File: src/rtl/attr_table_writer.sv
// Sprite attribute table write front end: entry FIFO, double-buffered bank swap on vsync, bank clearing.
// Optional macro ATTR_BLANK_GATE_EN restricts RAM writes to blanking (visible=0).
module attr_table_writer #(
    parameter int unsigned FIFO_DEPTH = 4
) (
    input  logic        clock,
    input  logic        reset,
    input  logic        in_valid,
    output logic        in_ready,
    input  logic [5:0]  in_index,
    input  logic [11:0] in_x,
    input  logic [10:0] in_y,
    input  logic [7:0]  in_pattern,
    input  logic        commit,
    input  logic        vsync,
    input  logic        visible,
    output logic        wr_en,
    output logic [6:0]  wr_addr,
    output logic [31:0] wr_data,
    output logic        rd_bank,
    output logic        commit_pending,
    output logic        busy
);
    localparam int unsigned AW = $clog2(FIFO_DEPTH);
    localparam int unsigned CW = AW + 1;
    localparam int unsigned EW = 37;
    localparam logic [CW-1:0] DEPTH_CNT = CW'(FIFO_DEPTH);

    typedef enum logic [2:0] {INIT_CLR, IDLE, FLUSH, WAIT_VS, CLR} state_t;

    state_t         state, next_state;
    logic [EW-1:0]  fifo_mem [FIFO_DEPTH];
    logic [AW-1:0]  wr_ptr, rd_ptr;
    logic [CW-1:0]  fifo_count;
    logic [6:0]     clr_cnt;
    logic           vsync_q;
    logic           fifo_full, push, pop, commit_acc, vs_rise;
    logic           clr_step, clr_last, wr_allow;
    logic [EW-1:0]  head;

`ifdef ATTR_BLANK_GATE_EN
    assign wr_allow = !visible;
`else
    logic unused_visible;
    assign unused_visible = visible;
    assign wr_allow = 1'b1;
`endif

    assign fifo_full = (fifo_count == DEPTH_CNT);
    assign in_ready  = (state == IDLE) && !fifo_full;
    assign head      = fifo_mem[rd_ptr];

    always_comb begin
        push       = in_valid && in_ready;
        pop        = ((state == IDLE) || (state == FLUSH)) && (fifo_count != '0) && wr_allow;
        commit_acc = commit && (state == IDLE) && !commit_pending;
        vs_rise    = vsync && !vsync_q;
        clr_step   = ((state == INIT_CLR) || (state == CLR)) && wr_allow;
        clr_last   = (state == INIT_CLR) ? (clr_cnt == 7'd127) : (clr_cnt == 7'd63);
        next_state = state;
        case (state)
            INIT_CLR: if (clr_step && clr_last) next_state = IDLE;
            IDLE:     if (commit_acc) next_state = FLUSH;
            FLUSH:    if (fifo_count == '0) next_state = WAIT_VS;
            WAIT_VS:  if (vs_rise) next_state = CLR;
            CLR:      if (clr_step && clr_last) next_state = IDLE;
            default:  next_state = INIT_CLR;
        endcase
    end

    always_ff @(posedge clock or posedge reset) begin
        if (reset) state <= INIT_CLR;
        else       state <= next_state;
    end

    always_ff @(posedge clock) begin
        if (push) fifo_mem[wr_ptr] <= {in_index, in_pattern, in_y, in_x};
    end

    always_ff @(posedge clock or posedge reset) begin
        if (reset) begin
            wr_ptr         <= '0;
            rd_ptr         <= '0;
            fifo_count     <= '0;
            clr_cnt        <= '0;
            vsync_q        <= 1'b0;
            wr_en          <= 1'b0;
            wr_addr        <= '0;
            wr_data        <= '0;
            rd_bank        <= 1'b0;
            commit_pending <= 1'b0;
            busy           <= 1'b1;
        end else begin
            vsync_q <= vsync;
            busy    <= (next_state != IDLE);
            if (push) wr_ptr <= wr_ptr + 1'b1;
            if (pop)  rd_ptr <= rd_ptr + 1'b1;
            case ({push, pop})
                2'b10:   fifo_count <= fifo_count + 1'b1;
                2'b01:   fifo_count <= fifo_count - 1'b1;
                default: fifo_count <= fifo_count;
            endcase
            if (clr_step) clr_cnt <= clr_last ? '0 : clr_cnt + 1'b1;
            wr_en <= pop || clr_step;
            if (pop) begin
                wr_addr <= {~rd_bank, head[36:31]};
                wr_data <= {1'b1, head[30:0]};
            end else if (clr_step) begin
                wr_addr <= (state == INIT_CLR) ? clr_cnt : {~rd_bank, clr_cnt[5:0]};
                wr_data <= '0;
            end
            // The toggled rd_bank makes ~rd_bank the freshly retired bank for CLR.
            if ((state == WAIT_VS) && vs_rise) begin
                rd_bank        <= ~rd_bank;
                commit_pending <= 1'b0;
            end else if (commit_acc) begin
                commit_pending <= 1'b1;
            end
        end
    end
endmodule

File: config.mk
export PLATFORM = sky130hd
export DESIGN_NAME = attr_table_writer
export DESIGN_NICKNAME = d
export VERILOG_FILES = /design/src/rtl/attr_table_writer.sv
export SDC_FILE = /design/constraint.sdc
export NUM_CORES = 1
export LEC_CHECK = 0
export ABC_AREA = 1
export CAP_MARGIN = 20
export CORE_MARGIN = 10
export CORE_UTILIZATION = 56
export DETAILED_ROUTE_END_ITERATION = 6
export PLACE_DENSITY = 0.82
export SYNTH_ARGS = -nofsm -noshare
export SYNTH_HDL_FRONTEND = slang
export SYNTH_SLANG_ARGS = --single-unit
File: constraint.sdc
create_clock -name clock -period 3.42 [get_ports clock]
set_input_delay 0.684 -clock clock [delete_from_list [all_inputs] [get_ports clock]]
set_output_delay 0.684 -clock clock [all_outputs]
set_load 0.01 [all_outputs]
==> load_flow_metrics.sql <==
INSERT INTO impl_metrics (metric_group, metric, value, unit) VALUES
('run_status', 'status', 'finished clean', ''),
('sta', 'finalCritPeriodShare', '76.11', '%'),
('grt', 'wire_length_of_the_first_global_routing_pass', '27970', 'um'),
('synthesis', 'synth_sequential_area_ratio', '72.08', '%'),
('place', 'place_hpwl', '10620', 'um'),
('final_layout', 'antenna_diodes', '0', ''),
('synthesis', 'synthSimpleGateAreaFrac', '15.30', '%'),
('synthesis', 'synth_adder_area_share', '1.148', '%'),
('synthesis', 'post_synth_instance_area', '8285', 'um^2'),
('sta', 'number_of_setup_violations_in_the_final_report', '0', ''),
('worst_setup_path', 'critPathMaxFanout', '5', ''),
('synthesis', 'synth_compound_area_share', '6.841', '%'),
('sta', 'period_needed', '2603', 'ps'),
('hold_path', 'worstHoldPathType', 'reg -> reg', ''),
('routing', 'routed_via_density', '5.509', ''),
('grt', 'grt_overflow_total', '0', ''),
('die', 'die_area', '20060', 'um^2'),
('sta', 'number_of_pins_with_negative_max_slew_slack_in_the_final_report', '0', ''),
('synthesis', 'post_synth.cell_area_avg', '11.46', 'um^2'),
('sta', 'slew_headroom', '40.57', '%'),
('synthesis', 'synth.distinct_cells', '23', ''),
('synthesis', 'synth-xor-area-share', '0.7400', '%'),
('routing', 'postRouteWirelength', '17810', 'um'),
('clock_tree', 'clock_insertion_delay_at_the_later_pin_of_the_skew_report', '490', 'ps'),
('sta', 'final.setup_skew', '12.49', 'ps'),
('synthesis', 'ys_dominant_reg_cell', 'sky130_fd_sc_hd__edfxtp_1', ''),
('place', 'io_buffer_count', '85', ''),
('die', 'die_h', '141.6', 'um'),
('place', 'dpl_worst_slack', '847.6', 'ps'),
('worst_setup_path', 'worstPathArrival', '1920', 'ps'),
('final_layout', 'stdcell_area', '10070', 'um^2'),
('final_layout', 'nNetsFinal', '858', ''),
('grt', 'via_count_of_the_first_global_routing_pass', '5664', ''),
('final_layout', 'share_of_final_layout_standard_cells_stronger_than_drive_strength_1', '7.403', '%'),
('synthesis', 'proportion_of_synthesized_area_in_mux_cells', '0', '%'),
('final_layout', 'utilization', '69.30', '%'),
('pwr', 'totalPowerFinal', '5.132', 'mW'),
('grt', 'global_route.usage.total', '17.09', '%'),
('place', 'gp_routability_congestion', '0.8122', ''),
('routing', 'drt_iter0_drc', '419', ''),
('clock_tree', 'post_cts.resized_instances', '0', ''),
('final_layout', 'mostFrequentLayoutCell', 'sky130_fd_sc_hd__edfxtp_1', ''),
('clock_tree', 'postCtsSetupBuffers', '0', ''),
('die', 'die_x', '141.6', 'um'),
('routing', 'route.met2.wl', '9144', 'um'),
('worst_setup_path', 'end_kind', 'primary output', ''),
('synthesis', 'yosys_register_bits', '209', ''),
('routing', 'final_antenna_net_count', '0', ''),
('synthesis', 'post_synth_main_area_contributors', 'sky130_fd_sc_hd__edfxtp_1 (54%), sky130_fd_sc_hd__dfrtp_1 (18%), sky130_fd_sc_hd__nor2_1 (5.9%)', ''),
('final_layout', 'syn_to_final_growth', '21.56', '%'),
('synthesis', 'fraction_of_post_synthesis_cell_area_in_the_top_cell_type_by_area', '53.64', '%'),
('pwr', 'p_leak', '3.991', 'nW'),
('die', 'floorplan.initialDensity', '57.01', '%'),
('routing', 'drtPass1Iterations', '5', ''),
('sta', 'final_critical_path_setup_slack', '817.1', 'ps'),
('final_layout', 'layout.cells.most_common_list', 'sky130_fd_sc_hd__edfxtp_1 (148), sky130_fd_sc_hd__nand2_1 (128), sky130_fd_sc_hd__nor2_1 (126), sky130_fd_sc_hd__clkdlybuf4s50_1 (85), sky130_fd_sc_hd__o21ai_1 (69)', ''),
('routing', 'route.vias.total', '5553', ''),
('clock_tree', 'tritoncts', 'yes', ''),
('final_layout', 'combined_flip_flop_and_latch_cell_area', '5973', 'um^2'),
('grt', 'grt_max_degree', '78', ''),
('die', 'ioPinCount', '87', ''),
('clock_tree', 'h-tree-depth', '1', ''),
('routing', 'wire_per_inst', '17.67', 'um'),
('sta', 'timing.fmax', '384.2', 'MHz'),
('routing', 'met1_length', '6986', 'um'),
('synthesis', 'largest_family_of_logic_cells_by_synthesized_area', 'simple AND/OR/NAND/NOR gates', ''),
('synthesis', 'ys_warn_count', '0', ''),
('clock_tree', 'clkSinkCount', '209', ''),
('grt', 'antenna_found_initial', '1', ''),
('job', 'max_cap_viol_count', '0', ''),
('final_layout', 'filler_cell_count', '969', '');
==> cells by family after synthesis <==
| group | after synthesis |
|---|---|
| xor gates and xnor gates | 7 |
| and+or+nand+nor | 317 |
| buffers and inverters | 70 |
| AOI/OAI and AO/OA | 113 |
| adders and majority gates | 7 |
| DFF | 209 |
==> state kept, by name, indices dropped and copies added (netlist names) <==
name and flops:
vsync_q 1, rd_ptr 2, wr_en 1, busy 1
wr_ptr 2, fifo_count 3, rd_bank 1, state 3
fifo_mem 148, wr_data 32, commit_pending 1, wr_addr 7
clr_cnt 7
==> metal layers <==
layer / GRT usage [%] / vias up
met5: 0 / -
met4: 5.325 / 2
met3: 3.538 / 31
met2: 30.36 / 204
met1: 20.30 / 2698
li1: - / 2618
==> synth_stat cells, drive strengths merged (3+ instances only) <==
cell,n
o21ai,108
clkbuf,10
buf,28
xor2,3
edfxtp,148
dfrtp,60
nand3,56
nand2,129
nor2,131
ha,6
inv,32
xnor2,4
a21oi,4
==> final timing paths <==
check / start / end / slack [ps] / cells after the start
min in group asynchronous: reset / clr_cnt[1] / 650 / 2
max reg2reg: state[1] / fifo_count[2] / 1310 / 11
max in group asynchronous: reset / busy / 2080 / 3
max: state[2] / in_ready / 820 / 4
min: fifo_count[0] / fifo_count[0] / 480 / 1
min reg2reg: fifo_count[0] / fifo_count[0] / 480 / 1
==> report_power, final <==
| part | switching, mW | internal, mW |
|---|---|---|
| clock network | 0.943 | 1.39 |
| logic | 0.0422 | 0.0443 |
| registers | 0.000128 | 2.72 |
| total | 0.986 | 4.15 |
==> cell type report <==
cell class | instances | share of cell area (%)
Clock inverter | 12 | 1.143
Clock buffer | 28 | 5.901
Inverter | 32 | 1.193
Sequential cell | 209 | 59.30
Tap cell | 184 | 2.286
Timing Repair Buffer | 99 | 10.11
Multi-Input combinational cell | 444 | 20.06
==> critical path, cell delays in order (launching register included) <==
cell and delay, ps:
sky130_fd_sc_hd__dfrtp_1 390, sky130_fd_sc_hd__inv_2 90, sky130_fd_sc_hd__nand3_1 150, sky130_fd_sc_hd__a31oi_1 220, sky130_fd_sc_hd__clkdlybuf4s50_1 570
(Power assumes the default switching activity.)
